## src/rtl/soda_pkg.sv

```systemverilog
// Shared constants and types for the soda vending controller.
// Optional change output is enabled by defining SODA_CHANGE_EN.
package soda_pkg;

    localparam int W = 8;

    // FSM state encoding
    localparam logic [1:0] INIT = 2'd0;
    localparam logic [1:0] WAIT = 2'd1;
    localparam logic [1:0] ADD  = 2'd2;
    localparam logic [1:0] DISP = 2'd3;

    // Coin values in cents
    localparam logic [W-1:0] NICKEL  = 8'd5;
    localparam logic [W-1:0] DIME    = 8'd10;
    localparam logic [W-1:0] QUARTER = 8'd25;

    // Datapath controls driven by the FSM
    typedef struct packed {
        logic tot_ld;
        logic tot_clr;
    } dp_ctrl_t;

endpackage

```

## src/rtl/soda_machine_dp.sv

```systemverilog
// Datapath: running-total register, saturating coin adder and cost comparator.
// With SODA_CHANGE_EN defined it also exposes tot - s for the change register.
module soda_machine_dp
    import soda_pkg::*;
(
    input  logic          clk,
    input  logic          rst,
    input  dp_ctrl_t      ctrl,
    input  logic [W-1:0]  a,
    input  logic [W-1:0]  s,
`ifdef SODA_CHANGE_EN
    output logic [W-1:0]  tot_minus_s,
`endif
    output logic          tot_lt_s
);

    logic [W-1:0] tot_reg;
    logic [W:0]   sum;
    logic [W-1:0] sat_sum;

    assign sum = {1'b0, tot_reg} + {1'b0, a};

    // Carry out forces every bit high, clamping the total at 255
    generate
        for (genvar gi = 0; gi < W; gi++) begin : g_sat
            assign sat_sum[gi] = sum[gi] | sum[W];
        end
    endgenerate

    always_ff @(posedge clk or negedge rst) begin
        if (!rst) begin
            tot_reg <= '0;
        end else if (ctrl.tot_clr) begin
            tot_reg <= '0;
        end else if (ctrl.tot_ld) begin
            tot_reg <= sat_sum;
        end
    end

    assign tot_lt_s = tot_reg < s;

`ifdef SODA_CHANGE_EN
    assign tot_minus_s = tot_reg - s;
`endif

endmodule

```

## src/rtl/soda_machine_top.sv

```systemverilog
// Coin-accepting soda vending controller: edge-detected coin strobe, FSM and datapath.
// Define SODA_CHANGE_EN to add the registered change output chg.
module soda_machine_top
    import soda_pkg::*;
(
    input  logic          clk,
    input  logic          rst,
    input  logic          c,
    input  logic [W-1:0]  a,
    input  logic [W-1:0]  s,
`ifdef SODA_CHANGE_EN
    output logic [W-1:0]  chg,
`endif
    output logic          d
);

    logic [1:0] state_reg;
    logic [1:0] state_next;
    logic       c_q_reg;
    logic       coin;
    logic       vend_ok;
    logic       tot_lt_s;
    dp_ctrl_t   ctrl;

    assign coin    = c & ~c_q_reg;
    // A zero cost disables vending; coins are still accumulated
    assign vend_ok = (s != '0) && !tot_lt_s;

    always_comb begin
        state_next = state_reg;
        ctrl       = '0;
        case (state_reg)
            INIT: begin
                ctrl.tot_clr = 1'b1;
                state_next   = WAIT;
            end
            WAIT: begin
                if (coin) begin
                    state_next = ADD;
                end else if (vend_ok) begin
                    state_next = DISP;
                end
            end
            ADD: begin
                ctrl.tot_ld = 1'b1;
                state_next  = WAIT;
            end
            DISP: begin
                state_next = INIT;
            end
            default: begin
                state_next = INIT;
            end
        endcase
    end

    always_ff @(posedge clk or negedge rst) begin
        if (!rst) begin
            state_reg <= INIT;
            c_q_reg   <= 1'b0;
        end else begin
            state_reg <= state_next;
            c_q_reg   <= c;
        end
    end

    assign d = (state_reg == DISP);

`ifdef SODA_CHANGE_EN
    logic [W-1:0] tot_minus_s;
    logic [W-1:0] chg_reg;

    // Capture the overpayment on the WAIT->DISP transition and hold it until the next vend
    always_ff @(posedge clk or negedge rst) begin
        if (!rst) begin
            chg_reg <= '0;
        end else if (state_reg == WAIT && state_next == DISP) begin
            chg_reg <= tot_minus_s;
        end
    end

    assign chg = chg_reg;
`endif

    soda_machine_dp u_dp (
        .clk         (clk),
        .rst         (rst),
        .ctrl        (ctrl),
        .a           (a),
        .s           (s),
`ifdef SODA_CHANGE_EN
        .tot_minus_s (tot_minus_s),
`endif
        .tot_lt_s    (tot_lt_s)
    );

endmodule

```

## config.mk

```make
export PLATFORM = sky130hd
export DESIGN_NAME = soda_machine_top
export DESIGN_NICKNAME = d
export VERILOG_FILES = /design/src/rtl/soda_pkg.sv /design/src/rtl/soda_machine_dp.sv /design/src/rtl/soda_machine_top.sv
export SDC_FILE = /design/constraint.sdc
export NUM_CORES = 1
export LEC_CHECK = 0
export ABC_AREA = 1
export ABC_CLOCK_PERIOD_IN_PS = 2300
export BUFFER_PORTS_ARGS = -buffer_cell sky130_fd_sc_hd__buf_2
export CAP_MARGIN = 20
export CORE_ASPECT_RATIO = 1.25
export CORE_MARGIN = 4
export CORE_UTILIZATION = 40
export CTS_CLUSTER_DIAMETER = 40
export CTS_CLUSTER_SIZE = 16
export DETAILED_ROUTE_END_ITERATION = 8
export GPL_TIMING_DRIVEN = 0
export MAX_ROUTING_LAYER = met4
export PLACE_DENSITY_LB_ADDON = 0.2
export SLEW_MARGIN = 10
export SYNTH_ARGS = -nofsm -noshare
export SYNTH_HDL_FRONTEND = slang
export SYNTH_SLANG_ARGS = --single-unit
```

## constraint.sdc

```tcl
create_clock -name clk -period 2.3 [get_ports clk]
set_input_delay 0.46 -clock clk [delete_from_list [all_inputs] [get_ports clk]]
set_output_delay 0.46 -clock clk [all_outputs]
set_load 0.02 [all_outputs]
```

==> flow_summary.yaml <==
placement:
  post_dp_cell_area_um2: 1220
  detailedPlace.worstSlack_ns: 0.381
  hpwl_um: 2000
  numPortBuffers: 19
  gpl.final_weighted_congestion: 0.848
timing:
  timing_hold_violations_final: 0
  clock_skew_ns: 0.000673
  timing.setup.tns_ns: 0
  finalSetupViolations: 0
  finalCriticalPeriod_ns: 1.76
  timing.final.max_slew_violations: 0
  fmax_ghz: 0.569
  setup_repair_after_global_routing_missed_its_margin: "no"
  worst_slew_pin_slew_ns: 0.399
  timing.slew.headroom_pct: 73.4
  setup_slack_ns: 0.541
  min_period_over_period_pct: 76.5
finish:
  number_of_flip_flops_in_the_largest_register: 8
  final_design_area_no_fill_um2: 1250
  most-common-layout-cells: "sky130_fd_sc_hd__nand2_1 (58), sky130_fd_sc_hd__inv_1 (32), sky130_fd_sc_hd__buf_2 (19)"
  number_of_nets_in_the_layout: 221
  insertedDiodeCount: 0
  relative_area_change_from_synthesis_to_final_layout_pct: 15.0
  post-route-util_pct: 49.8
  post_route_cells_drive_above_1_share_pct: 16.8
  layout.cells.most_common: "sky130_fd_sc_hd__nand2_1"
clocking:
  cts_made_buffers: 3
  cts_buffer_depth: 2
  tritoncts: "yes"
  tritoncts_num_sinks: 11
  post_cts.resized_instances: 0
  clock-root-buffer: "sky130_fd_sc_hd__clkbuf_4"
  postCtsSetupBuffers: 0
  worst_skew_pair.late_latency_ns: 0.26
  clock_pin_slew_of_the_registers_on_the_worst_case_setup_and_hold_paths_ns: 0.07
  cts_hold_buf: 0
  clock_tree.htree_level_count: 1
floorplanning:
  placeableCoreArea_um2: 2500
  number_of_standard_cell_rows_in_the_floorplan: 20
  die_height_um: 66.2
  die-width_um: 54.6
  floorplan.die_area_um2: 3610
  io_pins: 20
  start_util_pct: 43.3
synthesis:
  yosys_warnings: 0
  synth.avg_cell_area_um2: 6.69
  yosys.cell_types.count: 22
  mappedNetlistArea_um2: 1080
  mappedNetlistNets: 197
  synthCells: 162
  postSynthRegisterBits: 11
  synth_sequential_area_ratio_pct: 25.4
critical_path:
  critPathBufInv: 3
  required_ns: 1.84
  critical_path_peak_fanout: 10
  worst-setup-path-type: "flop to primary output"
  worst_setup_sp_type: "flop"
  setup.worst_path.end_class: "primary output"
  critical_path.max_stage_delay_ns: 0.39
  worst_path_dominant_cell_family: "buffers and inverters"
  cp_data_arrival_time_ns: 1.30
  crit_path_top_delay_cell: "sky130_fd_sc_hd__dfrtp_1"
  cp_cell_sequence: "clkbuf_1 -> nand2_1 -> inv_1 -> buf_2"
drt:
  wire_per_inst_um: 10.3
  detail_route.vias_per_cell: 4.79
  drt_wl_total_um: 2250
  detail_route.iter0.violations: 8
  ant_nets: 0
  dr.pass1.iters: 4
  post-route-drc-count: 0
  via_count: 1044
power:
  total_power_consumption_w: 0.00126
  total_switching_power_w: 0.000618
  fraction_of_power_consumed_by_sequential_logic_pct: 27.5
  combPwrFrac_pct: 62.4
  vdd.ir_drop.worst_uv: 405
  total_leakage_power_nw: 0.784
  cellInternalPower_w: 0.000644
  switching_portion_of_total_power_pct: 49.0
  p_clk_share_pct: 10.1
  power.density_cell_area_nw_per_um2: 1010
grt:
  number_of_global_route_vias_before_repair: 990
  grt_start_max_net_pins: 12
  total_congestion_overflow_after_global_routing: 0
  first_pass_grt_wire_length_um: 3890
  track_usage_pct: 14.9
  antenna_found_initial: 0
flow_run:
  cap_viol_max_count: 0
min_path:
  hp-class: "primary input to asynchronous set/reset pin"
run_status:
  run_status: "finished clean"
-- worst reg2reg max path, stage by stage, from the launching register on --
cell	delay [ns]
sky130_fd_sc_hd__dfrtp_1	0.38
sky130_fd_sc_hd__ha_1	0.22
sky130_fd_sc_hd__inv_1	0.08
sky130_fd_sc_hd__fa_1	0.18
sky130_fd_sc_hd__inv_1	0.07
sky130_fd_sc_hd__nand3_1	0.08
sky130_fd_sc_hd__nand3_2	0.11
sky130_fd_sc_hd__a21oi_2	0.25
sky130_fd_sc_hd__nand3_1	0.13
sky130_fd_sc_hd__nand2_1	0.07
sky130_fd_sc_hd__nand2_1	0.04
-- synth_stat cells --
cell                       number  area share (%)
sky130_fd_sc_hd__xnor2_1        1            0.81
sky130_fd_sc_hd__o21ai_1        6             2.8
sky130_fd_sc_hd__a21oi_1        3             1.4
sky130_fd_sc_hd__nor2_2         1            0.58
sky130_fd_sc_hd__nor2_4         1             1.0
sky130_fd_sc_hd__nand3_1        7             3.2
sky130_fd_sc_hd__inv_2          1            0.35
sky130_fd_sc_hd__dfrtp_1       11              25
sky130_fd_sc_hd__fa_1           1             1.8
sky130_fd_sc_hd__nor3_1         1            0.46
sky130_fd_sc_hd__inv_1         32              11
sky130_fd_sc_hd__nand3_2        3             2.8
sky130_fd_sc_hd__nor4_1         2             1.2
sky130_fd_sc_hd__o21ai_0        1            0.46
sky130_fd_sc_hd__xor2_1         1            0.81
sky130_fd_sc_hd__a21oi_2        3             2.4
sky130_fd_sc_hd__nand2_1       58              20
sky130_fd_sc_hd__clkbuf_1       1            0.35
sky130_fd_sc_hd__ha_1          15              17
sky130_fd_sc_hd__nand4_1        5             2.9
sky130_fd_sc_hd__clkinv_1       1            0.35
sky130_fd_sc_hd__nor2_1         7             2.4
-- cells by family after synthesis --
| kind of cell | synth area share [%] |
|---|---|
| flip-flops | 25.4 |
| XOR/XNOR | 1.62 |
| buffers and inverters | 12.1 |
| AO/OA/AOI/OAI | 7.04 |
| AND/OR/NAND/NOR | 34.6 |
| adder cells (fa/ha/maj) | 19.2 |
-- area by class of cell --
| class | count | area (µm²) |
|---|---|---|
| Buffer | 1 | 3.75 |
| Multi-Input combinational cell | 116 | 677 |
| Inverter | 34 | 128 |
| Fill cell | 271 | 1260 |
| Sequential cell | 11 | 275 |
| Tap cell | 33 | 41.3 |
| Timing Repair Buffer | 19 | 95.1 |
| Clock buffer | 4 | 26.3 |
-- through the flow --
stage | instances | hold WS (ns)
global route | 218 | 0.0644
global placement | 214 | 0.334
floorplan | 162 | 0.164
detailed placement | 214 | 0.337
CTS | 218 | 0.0462
finish | 218 | 0.0483
-- power by group through the flow --
stage | sequential (W) | clock [W] | combinational (W)
5_1_grt | 0.000363 | 0.000138 | 0.000921
3_5_place_dp | 0.000353 | 0 | 0.000793
4_1_cts | 0.000349 | 0.000135 | 0.000797
2_1_floorplan | 0.000322 | 0 | 0.000632
3_3_place_gp | 0.000347 | 0 | 0.000769
6_report | 0.000347 | 0.000127 | 0.000788
-- worst paths after layout --
kind / endpoint / startpoint / cells after the start / slack (ns)
max in group asynchronous: u_dp.tot_reg[6] / rst / 1 / 2.06
worst min register to register: state_reg[1] / c_q_reg / 3 / 0.50
min in group clk: c_q_reg / c / 1 / 0.31
worst min-delay path: c_q_reg / rst / 1 / 0.05
worst max-delay path: d / state_reg[0] / 4 / 0.54
worst max register to register: u_dp.tot_reg[6] / u_dp.tot_reg[0] / 10 / 0.58
-- layer usage --
metal / share of wire, % / global-route usage, % / up-vias
li1: - / - / 554
met1: 44 / 16.8 / 474
met2: 52 / 26.2 / 14
met3: 3.2 / 1.35 / 2
met4: 0.76 / 5.61 / 0
met5: 0 / - / -
Power figures use the tool's default switching activity.
